===== src/rtl/exmem_skid_reg.sv =====
// exmem_skid_reg
// ---------------------------------------------------------------------------
// Generic pipeline-stage register with a valid/ready handshake and a
// two-entry skid buffer (main + skid). It sits between two pipeline stages.
// EX->MEM is the first user. Either side may stall independently without
// losing or duplicating a transfer. With out_ready_i tied to 1 it behaves
// like a plain stage register with one cycle of latency.
//
// Parameters
//   DATA_W    payload width
//   CTRL_MASK payload bits forced to 0 whenever the entry is not valid
//             (write enables, memory type and similar control fields)
//   RST_DATA  payload loaded by reset/flush, before CTRL_MASK is applied
//
// Ports
//   clk          clock, all state updates on the rising edge
//   rst          synchronous active-high reset
//   in_valid_i   upstream offers in_data_i
//   in_data_i    upstream payload
//   in_ready_o   stage can accept; input fire = in_valid_i & in_ready_o
//   out_valid_o  main entry holds a valid payload
//   out_data_o   main entry payload (registered)
//   out_ready_i  downstream accepts
//   fc_stall_i   hold: blocks output transfer, input may still fill
//   fc_flush_i   discard all contents (overrides stall)
//   occupancy_o  number of valid entries, 0..2 (registered)
// ---------------------------------------------------------------------------
module exmem_skid_reg #(
  parameter int                 DATA_W    = 102,
  parameter logic [DATA_W-1:0]  CTRL_MASK = '0,
  parameter logic [DATA_W-1:0]  RST_DATA  = '0
) (
  input  logic              clk,
  input  logic              rst,
  input  logic              in_valid_i,
  input  logic [DATA_W-1:0] in_data_i,
  output logic              in_ready_o,
  output logic              out_valid_o,
  output logic [DATA_W-1:0] out_data_o,
  input  logic              out_ready_i,
  input  logic              fc_stall_i,
  input  logic              fc_flush_i,
  output logic [1:0]        occupancy_o
);

  // Registered state
  logic              m_valid_reg, m_valid_next;
  logic [DATA_W-1:0] m_data_reg,  m_data_next;
  logic              s_valid_reg, s_valid_next;
  logic [DATA_W-1:0] s_data_reg,  s_data_next;
  logic [1:0]        occupancy_reg, occupancy_next;

  // Derived constants and helper vectors
  logic [DATA_W-1:0] clear_value;   // RST_DATA with control fields stripped
  logic [DATA_W-1:0] m_data_bubble; // main payload with control fields stripped

  logic in_fire;
  logic out_fire;

  // Per-bit masking: a control bit is forced to 0, any other bit passes.
  for (genvar gi = 0; gi < DATA_W; gi++) begin : g_mask
    assign clear_value[gi]   = CTRL_MASK[gi] ? 1'b0 : RST_DATA[gi];
    assign m_data_bubble[gi] = CTRL_MASK[gi] ? 1'b0 : m_data_reg[gi];
  end

  // Ready depends only on registered state and the two control inputs.
  // There is no path from in_valid_i or out_ready_i, so no combinational
  // loop can form through neighbouring stages.
  assign in_ready_o = !s_valid_reg && !fc_flush_i && !rst;
  assign in_fire    = in_valid_i && in_ready_o;
  assign out_fire   = m_valid_reg && out_ready_i && !fc_stall_i;

  always_comb begin
    m_valid_next = m_valid_reg;
    m_data_next  = m_data_reg;
    s_valid_next = s_valid_reg;
    s_data_next  = s_data_reg;

    if (rst || fc_flush_i) begin
      // Reset and flush drop everything.
      // in_ready_o is already low, so no input is taken this cycle.
      m_valid_next = 1'b0;
      m_data_next  = clear_value;
      s_valid_next = 1'b0;
      s_data_next  = clear_value;
    end else if (out_fire && s_valid_reg) begin
      // The skid entry is older than any new input.
      // in_ready_o is low whenever the skid is full.
      m_valid_next = 1'b1;
      m_data_next  = s_data_reg;
      s_valid_next = 1'b0;
    end else if (out_fire && in_fire) begin
      m_valid_next = 1'b1;
      m_data_next  = in_data_i;
    end else if (out_fire) begin
      // The stage drains to a bubble. Control bits are cleared.
      // Other bits hold their last value.
      m_valid_next = 1'b0;
      m_data_next  = m_data_bubble;
    end else if (in_fire && !m_valid_reg) begin
      m_valid_next = 1'b1;
      m_data_next  = in_data_i;
    end else if (in_fire) begin
      // Main is held (backpressure or stall), so the input parks in skid.
      s_valid_next = 1'b1;
      s_data_next  = in_data_i;
    end
  end

  assign occupancy_next = {1'b0, m_valid_next} + {1'b0, s_valid_next};

  always_ff @(posedge clk) begin
    if (rst) begin
      m_valid_reg   <= 1'b0;
      m_data_reg    <= clear_value;
      s_valid_reg   <= 1'b0;
      s_data_reg    <= clear_value;
      occupancy_reg <= 2'd0;
    end else begin
      m_valid_reg   <= m_valid_next;
      m_data_reg    <= m_data_next;
      s_valid_reg   <= s_valid_next;
      s_data_reg    <= s_data_next;
      occupancy_reg <= occupancy_next;
    end
  end

  assign out_valid_o = m_valid_reg;
  assign out_data_o  = m_data_reg;
  assign occupancy_o = occupancy_reg;

endmodule


===== config.mk =====
export PLATFORM = sky130hd
export DESIGN_NAME = exmem_skid_reg
export DESIGN_NICKNAME = d
export VERILOG_FILES = /design/src/rtl/exmem_skid_reg.sv
export SDC_FILE = /design/constraint.sdc
export NUM_CORES = 1
export LEC_CHECK = 0
export ABC_AREA = 1
export CAP_MARGIN = 20
export CORE_MARGIN = 2
export CORE_UTILIZATION = 34
export DETAILED_ROUTE_END_ITERATION = 10
export GPL_TIMING_DRIVEN = 0
export HOLD_SLACK_MARGIN = 0.15
export PLACE_DENSITY = 0.6
export RECOVER_POWER = 50
export SLEW_MARGIN = 20
export SYNTH_ARGS = -nofsm -noshare
export SYNTH_HDL_FRONTEND = slang
export SYNTH_SLANG_ARGS = --single-unit

===== constraint.sdc =====
create_clock -name clk -period 1.65 [get_ports clk]
set_clock_uncertainty 0.2 [all_clocks]
set_input_delay 0.2475 -clock clk [delete_from_list [all_inputs] [get_ports clk]]
set_output_delay 0.2475 -clock clk [all_outputs]
set_load 0.05 [all_outputs]

==> impl_summary.md <==
Synthesis
After synthesis, the netlist uses 15 different library cells. A synthesized cell averages 6.38 sq um. By area the synthesized netlist is led by dfxtp_1 44%, nand2_1 17%, nor2_1 13%. The area share of the largest cell type after synthesis is 44.5%. After synthesis, flip-flops and latches occupy 44.5% of the total area.

The synthesized instance count is 1466. Counting every net in the synthesized netlist gives 1575. The biggest area contributor in the post-synthesis netlist is dfxtp_1. The synthesized design contains 208 register bits. The combined area of all synthesized cells is 9360 sq um. Yosys printed 0 warnings.

Floorplanning
The area inside the core boundary is 27000 sq um. The die outline area is 28900 sq um. The placement row count is 60. The number of ports placed on the die boundary is 214. The effective utilization at floorplan is 34.6%. Measured along the x axis, the die boundary spans 170 um. Measured along the y axis, the die boundary spans 170 um.

Timing
For the pin with the worst max-slew slack, the measured transition is 0.708 ns. Setup repair after global routing could not meet its margin everywhere. The share of the clock period used by the worst path is 111%.

The post-layout worst setup margin is -0.186 ns. The final count of hold timing violations is 0. The final sum of negative setup slack is -7.32 ns. For the finished layout, the period the worst path requires is 1.84 ns. The final number of max-transition violations is 0. The worst max-slew margin expressed relative to the limit is 52.8%. Setup violations remaining at the end of the flow were counted as 121. The highest achievable clock rate is 545 MHz.

GRT
The number of global-route vias before repair is 9167. The overall track demand over capacity in global routing is 20.6%. The global-route met1 utilization is 27.7%. Entering global routing, the biggest net connects 15 pins. The busiest metal layer after global routing is met2. The met3 capacity usage during global routing is 3.56%. The overflow left after global routing is 0.

The initial antenna violation count was 3. The first global-routing pass estimated 47.9 mm of wire. In the global route stage, met2 resource usage came out at 33.8%.

Power and ir drop
The design draws 0.0117 W. In this run the static leakage power is 6.85 nW. The power per cell area is 823 nW/um^2. The worst-case IR drop observed on VDD is 0.000582 V.

Worst setup path
The worst setup path is launched from a flip-flop. The number of cells on the worst reg-to-reg path is 10. Walking the worst path, the cells encountered are buf_12, clkbuf_16, nor2_4, buf_8. STA puts the critical path data arrival time at 1.39 ns. The endpoint type of the worst setup path is an output port. The highest-delay cell along the critical path is dfxtp_4. The required time at the worst-slack endpoint is 1.20 ns. In this run the number of cells on the critical path is 4. In this run the worst path has a maximum fanout of 5. The critical path is of the flip-flop to output port type. In this design, the largest share of critical-path delay is due to buffers and inverters. The delay of the slowest cell on the worst path is 0.37 ns.

The critical path contains buffers and inverters numbering 3 combined.

Detailed routing
Using the TritonRoute via totals, the vias-per-cell ratio works out to 4.73. The total number of vias is 9987. The routed design has 31.7 mm of wire. For this run, the detailed router's first-pass iteration total came to 5. The per-cell routed wire length is 15.0 um. The total DRC errors in the routed layout is 0. The iteration-0 DRC count of the detailed router is 573. The count of antenna-violating nets left after detailed routing is 0.

Placed design
At the placement stage, the worst setup path has a slack of -1.72 ns. The quantity of I/O buffers inserted on ports is 213. The number of placed instances, taps included, is 2020.

The wire-length estimate of the detail-placed layout is 20.7 mm. Routability-driven placement finished with a final weighted congestion of 0.784.

Layout
The total of fill cells in the finished design is 2665. The area added between synthesis and finish is 52.1%. In the final layout, the share of cells above drive strength 1 is 26.0%. Leaving out fill and tap cells, the most frequent cell in the layout is nand2_1. The final layout contains 1866 nets.

Leaving out filler cells and counting taps, the final layout contains 2113. In the layout the commonest cells are 393 x nand2_1, 285 x nor2_1, 206 x dfxtp_1, 107 x inv_1, 105 x clkdlybuf4s50_1. Cells fill 52.7% of the core in the end.

CTS
The clock net sink count is 208. The clock tree from TritonCTS is done. The number of H-tree branching levels is 1. The number of buffers added by the clock tree synthesis step is 25. The clock insertion delay at the later pin of the skew report is 0.52 ns. The clock edge transition at the registers on the reported setup and hold paths is 0.06 ns. The cell sitting at the root of the clock tree is a clkbuf_16. The maximum count of clock buffers along a single path is 3.

Run
Max-cap violations in this run came to 0.

Status
The checks that failed: negative setup slack. The run finished, with violations left.

Worst hold path
The tightest min-delay check is of the primary input to flip-flop type. The hold-critical path depth is 6.
==> routing by layer <==
metal	wire length, um	vias to the layer above
met4	800	2
li1	-	5139
met1	14400	4552
met5	16	-
met3	1720	51
met2	14800	243
==> synth_stat cells, drive strengths merged <==
| cell | n |
|---|---|
| buf | 49 |
| clkbuf | 62 |
| dfxtp | 208 |
| ha | 1 |
| inv | 109 |
| nand2 | 412 |
| nand3 | 104 |
| nand4 | 1 |
| nor2 | 314 |
| nor3 | 102 |
| o21ai | 104 |
==> final cells by class <==
| cell class | instances | area, sq um | area share [%] |
|---|---|---|---|
| antenna | 2 | 5.00 | 0.0352 |
| inverter | 109 | 409 | 2.87 |
| clock buffer | 35 | 703 | 4.94 |
| timing repair buffer | 267 | 2370 | 16.6 |
| buffer | 108 | 1080 | 7.58 |
| clock inverter | 5 | 53.8 | 0.378 |
| tap | 341 | 427 | 3.00 |
| multi-input combinational | 1038 | 5020 | 35.3 |
| sequential | 208 | 4170 | 29.3 |
==> path summary, 6_finish.rpt <==
| path | startpoint | end | slack [ns] |
|---|---|---|---|
| max | s_valid_reg$_SDFF_PP0_ | in_ready_o | -0.19 |
| min | fc_flush_i | s_data_reg[101]$_SDFFE_PP0P_ | 0.18 |
| max reg2reg | out_valid_o$_SDFF_PP0_ | occupancy_o[0]$_SDFF_PP0_ | -0.15 |
| min reg2reg | s_data_reg[30]$_SDFFE_PP0P_ | s_data_reg[30]$_SDFFE_PP0P_ | 0.30 |
==> worst register-to-register path: cells and delay by family, from the launching register on <==
kind / cells / cell delay (ns)
buf+inv: 3 / 0.31
flops: 1 / 0.37
fa+ha+maj: 1 / 0.32
simple gates: 4 / 0.22
compound gates: 2 / 0.30
==> power by group <==
part           leakage (nW)  internal, W  total (W)  switching, W
clock                 0.374      0.00309    0.00522       0.00213
sequential             1.68      0.00508    0.00512     0.0000338
combinational          4.80     0.000574    0.00139      0.000812
==> timing repair <==
action                                  in CTS  in global routing
cloned                                       9                  7
endpoints found under the setup margin     314                211
resized for setup                          795                257
pin swaps                                   19                 28
buffers inserted                            28                 10
hold buffers                                 1                  1
endpoints found under the hold margin        2                  1
==> metrics by stage <==
| step | hold slack, ns | cell area [sq um] |
|---|---|---|
| floorplan | 0.119 | 9410 |
| global placement | 0.292 | 12000 |
| detailed placement | 0.296 | 12000 |
| CTS | 0.167 | 13300 |
| global route | 0.194 | 14200 |
| finish | 0.181 | 14200 |
==> cells by family (layout without fill, tap and decap cells) <==
| group | count (synthesis) | count (layout) | synth area share [%] |
|---|---|---|---|
| AND/OR/NAND/NOR | 933 | 933 | 40.3 |
| other | 0 | 2 | 0 |
| AO/OA/AOI/OAI | 104 | 104 | 5.60 |
| buffers and inverters | 220 | 524 | 9.44 |
| adder cells (fa/ha/maj) | 1 | 1 | 0.134 |
| flip-flops | 208 | 208 | 44.5 |
Note: power is estimated with default switching activity, not from simulation.
